==> src/rtl/uart_cmd_comm.sv <==
// uart_cmd_comm: 8N1 host UART; assembles 3-byte commands and serialises 1-byte responses.
// Define UART_CMD_TIMEOUT_EN to drop partial commands after an inter-byte gap of TIMEOUT_BITS bit times.
`timescale 1ns/1ps
module uart_cmd_comm #(
  parameter int BAUD_DIV = 347,
  parameter int TIMEOUT_BITS = 32
) (
  input  logic        clk,
  input  logic        rst_n,
  input  logic        RX,
  output logic        TX,
  output logic [23:0] cmd,
  output logic        cmd_rdy,
  input  logic        clr_cmd_rdy,
  input  logic [7:0]  resp_data,
  input  logic        send_resp,
  output logic        resp_sent
);
  localparam int CW = $clog2(BAUD_DIV + 1);
  localparam int HALF = BAUD_DIV / 2;
  typedef enum logic [1:0] {R_IDLE, R_START, R_DATA, R_STOP} rx_st_t;
  typedef enum logic [2:0] {T_IDLE, T_START, T_DATA, T_STOP, T_DONE} tx_st_t;
  rx_st_t rx_state, rx_next;
  tx_st_t tx_state, tx_next;
  logic rx_s1, rx_s2, rx_prev, rx_fall, rx_samp, byte_ok, expire, tx_tick;
  logic [CW-1:0] rx_cnt, tx_cnt;
  logic [2:0] rx_bit, tx_bit;
  logic [7:0] rx_sh, tx_sh;
  logic [1:0] byte_idx;
  logic [15:0] hold;
  assign rx_fall = rx_prev & ~rx_s2;
  assign rx_samp = (rx_state == R_START) ? (rx_cnt == CW'(HALF - 1))
                                         : (rx_state != R_IDLE) && (rx_cnt == CW'(BAUD_DIV - 1));
  assign tx_tick = tx_cnt == CW'(BAUD_DIV - 1);
  always_ff @(posedge clk or negedge rst_n) begin
    if (!rst_n) begin
      rx_state <= R_IDLE;
      tx_state <= T_IDLE;
    end else begin
      rx_state <= rx_next;
      tx_state <= tx_next;
    end
  end
  always_comb begin
    rx_next = rx_state;
    case (rx_state)
      R_IDLE:  if (rx_fall) rx_next = R_START;
      R_START: if (rx_samp) rx_next = rx_s2 ? R_IDLE : R_DATA;
      R_DATA:  if (rx_samp && rx_bit == 3'd7) rx_next = R_STOP;
      R_STOP:  if (rx_samp) rx_next = R_IDLE;
      default: rx_next = R_IDLE;
    endcase
  end
  assign byte_ok = (rx_state == R_STOP) && rx_samp && rx_s2;
  always_ff @(posedge clk or negedge rst_n) begin
    if (!rst_n) begin
      {rx_s1, rx_s2, rx_prev} <= 3'b111;
      rx_cnt <= '0;
      rx_bit <= '0;
      rx_sh <= '0;
    end else begin
      {rx_s1, rx_s2, rx_prev} <= {RX, rx_s1, rx_s2};
      rx_cnt <= (rx_state == R_IDLE || rx_samp) ? '0 : rx_cnt + CW'(1);
      rx_bit <= (rx_state == R_DATA) ? rx_bit + {2'b0, rx_samp} : 3'd0;
      if (rx_state == R_DATA && rx_samp) rx_sh <= {rx_s2, rx_sh[7:1]};
    end
  end
`ifdef UART_CMD_TIMEOUT_EN
  localparam int GL = TIMEOUT_BITS * BAUD_DIV;
  localparam int GW = $clog2(GL + 1);
  logic [GW-1:0] gap;
  assign expire = (gap == GW'(GL)) && (rx_state == R_IDLE);
  always_ff @(posedge clk or negedge rst_n) begin
    if (!rst_n) gap <= '0;
    else gap <= (byte_ok || byte_idx == 2'd0) ? '0 : (gap == GW'(GL)) ? gap : gap + GW'(1);
  end
`else
  assign expire = TIMEOUT_BITS < 0;
`endif
  // cmd only moves on the third byte, so a pending command survives the next one's first bytes
  always_ff @(posedge clk or negedge rst_n) begin
    if (!rst_n) begin
      byte_idx <= '0;
      hold <= '0;
      cmd <= '0;
      cmd_rdy <= 1'b0;
    end else begin
      byte_idx <= byte_ok ? ((byte_idx == 2'd2) ? 2'd0 : byte_idx + 2'd1) : expire ? 2'd0 : byte_idx;
      if (byte_ok && byte_idx == 2'd0) hold[15:8] <= rx_sh;
      if (byte_ok && byte_idx == 2'd1) hold[7:0] <= rx_sh;
      if (byte_ok && byte_idx == 2'd2) cmd <= {hold, rx_sh};
      cmd_rdy <= (byte_ok && byte_idx == 2'd2) | (cmd_rdy & ~clr_cmd_rdy);
    end
  end
  always_comb begin
    tx_next = tx_state;
    case (tx_state)
      T_IDLE:  if (send_resp) tx_next = T_START;
      T_START: if (tx_tick) tx_next = T_DATA;
      T_DATA:  if (tx_tick && tx_bit == 3'd7) tx_next = T_STOP;
      T_STOP:  if (tx_tick) tx_next = T_DONE;
      default: tx_next = T_IDLE;
    endcase
  end
  always_comb begin
    TX = (tx_state == T_START) ? 1'b0 : (tx_state == T_DATA) ? tx_sh[0] : 1'b1;
    resp_sent = tx_state == T_DONE;
  end
  always_ff @(posedge clk or negedge rst_n) begin
    if (!rst_n) begin
      tx_cnt <= '0;
      tx_bit <= '0;
      tx_sh <= '0;
    end else begin
      tx_cnt <= (tx_state == T_IDLE || tx_state == T_DONE || tx_tick) ? '0 : tx_cnt + CW'(1);
      tx_bit <= (tx_state == T_DATA) ? tx_bit + {2'b0, tx_tick} : 3'd0;
      if (tx_state == T_IDLE && send_resp) tx_sh <= resp_data;
      else if (tx_state == T_DATA && tx_tick) tx_sh <= tx_sh >> 1;
    end
  end
endmodule

==> config.mk <==
export PLATFORM = sky130hd
export DESIGN_NAME = uart_cmd_comm
export DESIGN_NICKNAME = d
export VERILOG_FILES = /design/src/rtl/uart_cmd_comm.sv
export SDC_FILE = /design/constraint.sdc
export NUM_CORES = 1
export LEC_CHECK = 0
export BUFFER_PORTS_ARGS = -buffer_cell sky130_fd_sc_hd__clkbuf_2
export CAP_MARGIN = 20
export CORE_MARGIN = 5
export CORE_UTILIZATION = 50
export DETAILED_ROUTE_END_ITERATION = 10
export PLACE_DENSITY_LB_ADDON = 0.12
export SETUP_SLACK_MARGIN = 0.5
export SYNTH_ARGS = -nofsm -noshare
export SYNTH_HDL_FRONTEND = slang
export SYNTH_SLANG_ARGS = --single-unit
==> constraint.sdc <==
create_clock -name clk -period 3 [get_ports clk]
set_clock_uncertainty 0.1 [all_clocks]
set_input_delay 0.3 -clock clk [delete_from_list [all_inputs] [get_ports clk]]
set_output_delay 0.3 -clock clk [all_outputs]
set_load 0.02 [all_outputs]
==> impl_metrics.py <==
metrics = {
    "finish": {
        "nets": 368,
        "area_growth_pct": 13.1,
        "antenna_cells": 0,
        "layout_common_cells": "88 x dfrtp_1, 41 x mux2_2, 38 x clkbuf_2, 23 x nor2_1, 13 x nand2_1",
        "layout.cells.non_filler": 453,
        "drive_gt1_share_pct": 35.3,
        "layout_commonest_cell": "dfrtp_1",
    },
    "synthesis": {
        "synth-async-reset-ratio_pct": 100,
        "synth_area_per_cell_um2": 13.3,
        "synth.distinct_cells": 48,
        "synth_edf_count": 0,
        "yosysTopAreaCellShare_pct": 56.1,
        "syn_inst": 295,
        "synth_ff_type": "dfrtp_1",
        "synth_area_leaders": "dfrtp_1 56%, mux2_2 12%, mux2_4 3.1%, ha_1 2.9%, nor2_1 2.2%",
        "yosys.area.top_type": "dfrtp_1",
        "yosysWarnings": 0,
        "synth_seq_cells": 91,
        "syn_nets": 317,
        "synth.cell_area_um2": 3930,
        "ys_seq_area_share_pct": 58.1,
    },
    "status": {
        "outcome": "finished clean",
    },
    "place": {
        "port_buffers": 39,
        "dp.cells": 435,
        "gp_congestion": 0.774,
        "dp_hpwl_mm": 4.62,
        "dp_slack_ps": 791,
    },
    "pwr": {
        "p_per_area_nw_per_um2": 509,
        "switching_share_pct": 26.5,
        "power_frac_seq_pct": 60.0,
        "pwr-share-comb_pct": 7.1,
        "leakage_nw": 2.27,
        "power.share.clock_pct": 32.9,
        "p_sw_mw": 0.598,
        "max-vdd-ir-drop_uv": 234,
        "internal_power_mw": 1.66,
    },
    "die": {
        "dieArea_um2": 9720,
        "fp-row-count": 32,
        "initial_core_util_pct": 51.1,
        "die_w_um": 98.6,
        "io_pins": 40,
        "die_h_um": 98.6,
        "core-area_um2": 7690,
    },
    "drt": {
        "first_iter_violations": 63,
        "drcViolationCount": 0,
        "drtPass1Iterations": 4,
        "post_drt_via_cell_ratio": 5.13,
        "finalWirelength_mm": 6.52,
        "post_drt_wl_per_cell_um": 14.4,
        "vias": 2323,
        "antenna_left": 0,
    },
    "clock_network": {
        "cts_buffer_depth": 2,
        "ctsResizeCount": 0,
        "ctsHoldBuffers": 2,
        "cts_made_buffers": 9,
        "clock_latency_ps": 350,
        "postCtsSetupRepairBufs": 0,
        "cts_tree": "done",
        "cts.sinks": 91,
        "htree_num_levels": 3,
        "clockRootBuffer": "clkbuf_8",
        "clk_pin_slew_worst_paths_ps": 90,
    },
    "sta": {
        "slew_violations": 0,
        "fin_ws_ps": 780,
        "rsz0062_at_grt": "no",
        "finalHoldViolations": 0,
        "period_minus_slack_ps": 2220,
        "setup_viol": 0,
        "fmax_mhz": 451,
        "max_slew_margin_pct": 50.4,
        "finalCritPeriodShare_pct": 74.0,
        "whs_ps": 66.3,
        "tns_ps": 0,
        "worst_pin_slew_ps": 743,
    },
    "worst_setup_path": {
        "critPathMostFrequentCell": "mux2_2",
        "r2r_slack_ps": 780,
        "cp_slowest_cell": "dfrtp_1",
        "critical_path_class": "flip-flop to flip-flop",
        "crit_chain": "or3b_2 -> nor3_4 -> mux2_2 -> mux2_2",
        "startpoint_type": "flip-flop",
        "end_kind": "flip-flop",
        "cp_max_fo": 10,
        "critPathMaxStageDelay_ps": 540,
        "cp.required_ps": 3140,
        "arrival_ps": 2360,
    },
    "global_routing": {
        "antenna_found_initial": 0,
        "grt_remaining_overflow": 0,
        "grt_pass1_vias": 2389,
        "track_usage_pct": 14.6,
        "grt_max_degree": 55,
        "grt_pass1_wl_mm": 11.4,
    },
    "flow_run": {
        "maxCapViolations": 0,
    },
    "hold_path": {
        "hold_path.class": "input port to flip-flop",
    },
}
-- metal layers --
metal	share of wire (%)	track usage (%)	up-vias	wire (um)
met1	48	19.4	1145	3140
met3	4.2	3.96	7	276
met5	0	0	-	0
met2	47	22.9	36	3040
met4	1.0	5.67	0	65
li1	-	-	1135	-
-- path summary, 6_finish.rpt --
check                                             start                   end  depth (start not counted)
worst max-delay path            tx_state[1]$_DFFE_PN0P_  tx_sh[0]$_DFFE_PN0P_                          4
worst min-delay path                       resp_data[7]  tx_sh[7]$_DFFE_PN0P_                          3
worst max register to register  tx_state[1]$_DFFE_PN0P_  tx_sh[0]$_DFFE_PN0P_                          4
worst min register to register          rx_s1$_DFF_PN1_       rx_s2$_DFF_PN1_                          0
max in group asynchronous                         rst_n  tx_sh[1]$_DFFE_PN0P_                          3
min in group asynchronous                         rst_n   cmd[18]$_DFFE_PN0P_                          2
-- state kept, by name, summed over array words and instances, names as in the netlist, 2 cells and up, named ones only --
register and cells:
byte_idx 2, cmd 24, hold 16, rx_bit 3, rx_cnt 9, rx_sh 8
tx_bit 3, tx_cnt 9, tx_sh 8, tx_state 3
-- area by class of cell --
class                           instances  area [um2]
Fill cell                             666        3250
Sequential cell                        91        2280
Multi-Input combinational cell        190        1570
Timing Repair Buffer                   47         263
Tap cell                              102         128
Clock buffer                            9         124
Clock inverter                          7        52.6
Inverter                                7        26.3
-- cells by family after synthesis --
group	share of synthesized area (%)
adders and majority gates	2.87
xor gates and xnor gates	3.35
buffers and inverters	2.01
DFF	58.1
AOI/OAI and AO/OA	4.94
and+or+nand+nor	13.1
muxes	15.7
-- synthesized netlist by cell type, types with 2 or more instances --
| library cell | instances |
|---|---|
| mux2_4 | 8 |
| clkbuf_1 | 2 |
| nand4_1 | 2 |
| o21ai_0 | 7 |
| dfrtp_1 | 88 |
| nor2b_1 | 3 |
| ha_1 | 9 |
| xor2_1 | 8 |
| a22o_1 | 6 |
| mux2_2 | 41 |
| dfstp_2 | 3 |
| and2_1 | 5 |
| a21o_1 | 7 |
| xnor2_1 | 7 |
| nor3_1 | 3 |
| or3_1 | 3 |
| mux2_1 | 2 |
| nor3b_1 | 3 |
| a21oi_1 | 4 |
| nor2_1 | 23 |
| inv_1 | 7 |
| nor3_4 | 2 |
| buf_4 | 2 |
| nand3_1 | 12 |
| and3_1 | 3 |
| nand2_1 | 13 |
-- power by group through the flow --
stage | clock network [mW] | logic [mW] | registers (mW)
final | 0.743 | 0.161 | 1.35
after floorplan | 0 | 0.109 | 1.36
after CTS | 0.771 | 0.166 | 1.35
after global placement | 0 | 0.158 | 1.38
after detailed placement | 0 | 0.163 | 1.38
after global routing | 0.831 | 0.189 | 1.37
-- metrics by stage --
stage	power (mW)	util [%]	instance area [um2]
2_1_floorplan	1.47	-	3930
3_3_place_gp	1.54	55.2	4240
3_5_place_dp	1.54	55.2	4240
4_1_cts	2.29	57.7	4440
5_1_grt	2.38	57.7	4440
6_report	2.26	57.7	4440
-- worst max-delay path, delay by kind of cell (launching register included) --
family,cells,cell delay (ps)
multiplexers,2,640
flip-flops,1,540
AND/OR/NAND/NOR,2,830
No activity file was read; power rests on OpenSTA's default activity.
